File: src/rtl/pwm_ramp_ctrl.sv
// Ramps the pwm block's duty_cycle_val toward a requested target, one step per
// HOLD_PERIODS PWM periods. Define PWM_RAMP_ABORT_EN to add the abort input.
module pwm_ramp_ctrl #(
  parameter int PERIOD       = 100,
  parameter int HOLD_PERIODS = 1,
  parameter int MAX_DUTY     = 100
) (
  input  logic       clk,
  input  logic       rst,
  input  logic       req_valid,
  output logic       req_ready,
  input  logic [7:0] req_target,
  input  logic [7:0] req_step,
`ifdef PWM_RAMP_ABORT_EN
  input  logic       abort,
`endif
  output logic       load,
  output logic [7:0] duty_cycle_val,
  output logic       busy,
  output logic       done
);

  localparam int            CW        = (PERIOD > 1) ? $clog2(PERIOD) : 1;
  localparam int            HW        = (HOLD_PERIODS > 1) ? $clog2(HOLD_PERIODS) : 1;
  localparam logic [CW-1:0] CNT_LAST  = CW'(PERIOD - 1);
  localparam logic [HW-1:0] HOLD_LAST = HW'(HOLD_PERIODS - 1);
  localparam logic [7:0]    MAX_VAL   = 8'(MAX_DUTY);

  typedef enum logic [1:0] {IDLE, RAMP, DONE} state_t;
  state_t state, state_next;

  logic [CW-1:0] cnt;
  logic [HW-1:0] hold;
  logic [7:0]    tgt, stp, tgt_in, stp_in, next_val;
  logic [8:0]    sum, lim;
  logic          tick, accept, update, last, abort_i;

`ifdef PWM_RAMP_ABORT_EN
  assign abort_i = abort;
`else
  assign abort_i = 1'b0;
`endif

  assign tick      = (cnt == CNT_LAST);
  assign req_ready = (state == IDLE);
  assign busy      = (state != IDLE);
  assign done      = (state == DONE);
  assign accept    = req_valid && req_ready;
  assign tgt_in    = (req_target > MAX_VAL) ? MAX_VAL : req_target;
  assign stp_in    = (req_step == 8'd0) ? 8'd1 : req_step;
  assign update    = (state == RAMP) && tick && (hold == HOLD_LAST) && !abort_i;

  // 9-bit sums so a step can never wrap past 0 or 255 before the clamp to tgt.
  assign sum = {1'b0, duty_cycle_val} + {1'b0, stp};
  assign lim = {1'b0, tgt} + {1'b0, stp};

  always_comb begin
    // NOTE: default first, so every path assigns next_val and no latch is inferred.
    next_val = tgt;
    if (tgt > duty_cycle_val) begin
      if (sum < {1'b0, tgt}) next_val = sum[7:0];
    end else if ({1'b0, duty_cycle_val} > lim) begin
      next_val = duty_cycle_val - stp;
    end
  end

  // Free-running period counter; requests never realign it.
  always_ff @(posedge clk or negedge rst) begin
    // NOTE: non-blocking assignments for all clocked state so every register
    // samples pre-edge values regardless of statement order.
    if (!rst) cnt <= '0;
    else      cnt <= tick ? '0 : cnt + 1'b1;
  end

  always_ff @(posedge clk or negedge rst) begin
    if (!rst) state <= IDLE;
    else      state <= state_next;
  end

  always_comb begin
    state_next = state;
    case (state)
      IDLE: if (accept) state_next = (tgt_in == duty_cycle_val) ? DONE : RAMP;
      RAMP: begin
        if (abort_i)          state_next = IDLE;
        else if (load && last) state_next = DONE;
      end
      DONE:    state_next = IDLE;
      default: state_next = IDLE;
    endcase
  end

  // The load pulse and the new duty value appear together in the cycle after
  // the qualifying tick; `last` marks that this load reaches the target.
  always_ff @(posedge clk or negedge rst) begin
    if (!rst) begin
      tgt            <= '0;
      stp            <= '0;
      hold           <= '0;
      duty_cycle_val <= '0;
      load           <= 1'b0;
      last           <= 1'b0;
    end else begin
      load <= update;
      if (accept) begin
        tgt  <= tgt_in;
        stp  <= stp_in;
        hold <= '0;
        last <= 1'b0;
      end else if ((state == RAMP) && tick) begin
        hold <= (hold == HOLD_LAST) ? '0 : hold + 1'b1;
      end
      if (update) begin
        duty_cycle_val <= next_val;
        last           <= (next_val == tgt);
      end
    end
  end

endmodule

File: config.mk
export PLATFORM = sky130hd
export DESIGN_NAME = pwm_ramp_ctrl
export DESIGN_NICKNAME = d
export VERILOG_FILES = /design/src/rtl/pwm_ramp_ctrl.sv
export SDC_FILE = /design/constraint.sdc
export NUM_CORES = 1
export LEC_CHECK = 0
export ABC_AREA = 1
export ABC_CLOCK_PERIOD_IN_PS = 4350
export CORE_MARGIN = 1
export CORE_UTILIZATION = 55
export DETAILED_ROUTE_END_ITERATION = 7
export GPL_TIMING_DRIVEN = 0
export PLACE_DENSITY = 0.81
export SETUP_SLACK_MARGIN = 0.4
export SYNTH_ARGS = -nofsm -noshare
export SYNTH_HDL_FRONTEND = slang
export SYNTH_SLANG_ARGS = --single-unit
File: constraint.sdc
create_clock -name clk -period 4.35 [get_ports clk]
set_input_delay 0.87 -clock clk [delete_from_list [all_inputs] [get_ports clk]]
set_output_delay 0.87 -clock clk [all_outputs]
set_load 0.03 [all_outputs]
==> flow_summary.ini <==
[clocking]
clkTransAtPathRegs_ps = 80
post_cts_buffers = 0
insertion_delay_ps = 290
cts_buffers = 5
ctsResizeCount = 0
cts_root_buf = clkbuf_8
hold_buffers = 0
ctsHtreeMaxLevel = 2
tritoncts = built
clockBufferDepth = 2
cts_sinks = 35

[layout]
drive_above_1_share_pct = 5.93
layout_commonest_cell = nand2_1
final_cell_mix = 152 x nand2_1, 76 x inv_1, 61 x nand3_1
post-route-util_pct = 65.0
layout.nets = 641
syn2layout_area_growth_pct = 13.9
fin_cells = 650
antenna-diode-count = 0

[placement]
gp_congestion = 0.893
portBuffers = 30
dp_hpwl_um = 7510
dp_worst_setup_slack_ps = 859
post-place-cells = 642

[worst_hold_path]
hold_start = cnt[0]
hold_path_end = cnt[0]
holdPathStages = 1
hp-class = reg -> reg

[die]
ios = 31
floorplan.initialDensity_pct = 57.0
die_h_um = 83.1
row_count = 29
fp.dieArea_um2 = 6910
die_w_um = 83.1
core_region_area_um2 = 6350

[timing]
min_period_ps = 3600
skew_ps = 7.69
slew_viol_final = 0
worst_slack_ps = 750
setup_viol = 0
max_freq_ghz = 0.278
worst_pin_slew_ps = 791
relSlewSlack_pct = 47.3
finalSetupTns_ps = 0
grt_setup_unrepaired = no
finalHoldViolations = 0
post-route-period-util_pct = 82.8

[drt]
wl_um = 9440
viasPerCell = 5.58
avgRoutedWirePerCell_um = 14.5
ant_nets = 0
first_pass_iters = 7
drt_iter0_markers = 274
route.detailed.drc = 0
route.vias.total = 3628

[power]
p_per_area_nw_per_um2 = 158
p_leak_nw = 2.18
ir_drop_uv = 190

[synthesis]
synth_flop_cell = dfrtp_1
async_flop_share_pct = 100
yosys.cell_types.count = 37
syn_inst = 535
ys.warnings.count = 0
syn_avg_cell_area_um2 = 6.77
synth.ff_latch_count = 35
synthesis.nets = 604
synth_area_um2 = 3620
synth_edf_count = 0
yosysSeqAreaShare_pct = 24.2

[grt]
grt_pass1_wl_um = 15800
grt_max_degree = 36
antenna_found_initial = 0
gr-total-overflow = 0
grt_pass1_vias = 3549
grt_use_total_pct = 28.6

[worst_setup_path]
r2r-end = last
end_kind = flop
cp_slowest_cell = dfrtp_1
required_ps = 4580
path_common_cell = nand2_1
critPathMaxStageDelay_ps = 480
cp.arrival_ps = 3830
rr_startpoint = tgt[2]
cp_cell_sequence = ha_1 -> nand3_1 -> nand3_1 -> a21oi_1 -> o21bai_1 -> nand2_1 -> nand2_1 -> a21oi_1 -> xor2_1 -> ha_1 -> nand2_1 -> nor2_1 -> nand2_1 -> nand4_1 -> nor2_4 -> nand2_4 -> or2_0 -> nand3_1 -> nand2_2 -> nand2_1 -> nand2_1 -> nor2_1 -> nand2_1 -> o21bai_2
cp_num_buf_inv = 0
path_max_fanout = 10
r2r_setup_slack_ps = 750
cp_top_family = simple AND/OR/NAND/NOR gates
crit_path_start_kind = flop
reg2reg_depth = 24
critical_path_class = reg -> reg

[status]
outcome = completed

[run]
drv_cap = 0
## flip-flops by register name, indices dropped and copies added, names as in the netlist
name            flops
state               2
duty_cycle_val      8
last                1
cnt                 7
load                1
tgt                 8
stp                 8
## worst register-to-register path: stages (launching register included)
cell	delay, ps
dfrtp_1	480
ha_1	410
nand3_1	100
nand3_1	120
a21oi_1	90
o21bai_1	260
nand2_1	80
nand2_1	70
a21oi_1	70
xor2_1	150
ha_1	320
nand2_1	70
nor2_1	30
nand2_1	60
nand4_1	120
nor2_4	210
nand2_4	120
or2_0	250
nand3_1	90
nand2_2	70
nand2_1	60
nand2_1	50
nor2_1	80
nand2_1	60
o21bai_2	120
## metal layers
layer	global-route usage [%]	part of all wire, %	vias to the layer above
li1	-	-	1802
met1	36.5	45	1660
met2	48.0	46	127
met3	2.88	5.1	39
met4	15.0	3.9	0
met5	0	0	-
## synth_stat cells (4+ instances only)
cell type  instances  area share (%)
nand2_1          152              16
inv_1             76             7.9
nand3_1           61             8.4
ha_1              47              16
nor2_1            39             4.0
dfrtp_1           35              24
o21ai_0           29             4.0
a21oi_1           16             2.2
xor2_1            16             3.9
nand4_1           10             1.7
buf_4              4            0.83
nand2_2            4            0.69
## stage by stage
stage | area [µm²] | power (mW) | hold WS [ps]
4_1_cts | 4130 | 0.657 | 465
5_1_grt | 4130 | 0.672 | 487
6_report | 4130 | 0.652 | 461
2_1_floorplan | 3620 | 0.341 | 433
3_5_place_dp | 4010 | 0.366 | 454
3_3_place_gp | 4020 | 0.365 | 443
## how the worst max path moves through the flow
stage / cells past startpoint / start / end
CTS: 24 / tgt[2] / last
finish: 24 / tgt[2] / last
global placement: 24 / tgt[2] / last
floorplan: 24 / tgt[2] / last
detailed placement: 24 / tgt[2] / last
global route: 24 / tgt[2] / last
## final cells by class
type | instances | area (µm²)
inverter | 80 | 300
timing repair buffer | 30 | 295
multi-input combinational | 412 | 2400
sequential | 35 | 876
clock buffer | 5 | 68.8
fill | 551 | 2220
buffer | 8 | 47.5
tap | 77 | 96.3
clock inverter | 3 | 43.8
## where the power goes
part	switching, mW	total [mW]	internal, mW
Sequential	0	0.325	0.325
Clock	0.122	0.293	0.171
Combinational	0.0166	0.0340	0.0174
## logic make-up after synthesis
| family | count (synthesis) | synth area share (%) |
|---|---|---|
| flip-flops | 35 | 24.2 |
| AO/OA/AOI/OAI | 58 | 9.05 |
| adder cells (fa/ha/maj) | 50 | 17.9 |
| AND/OR/NAND/NOR | 286 | 34.9 |
| buffers and inverters | 88 | 9.61 |
| XOR/XNOR | 18 | 4.35 |
Power figures use the tool's default switching activity.
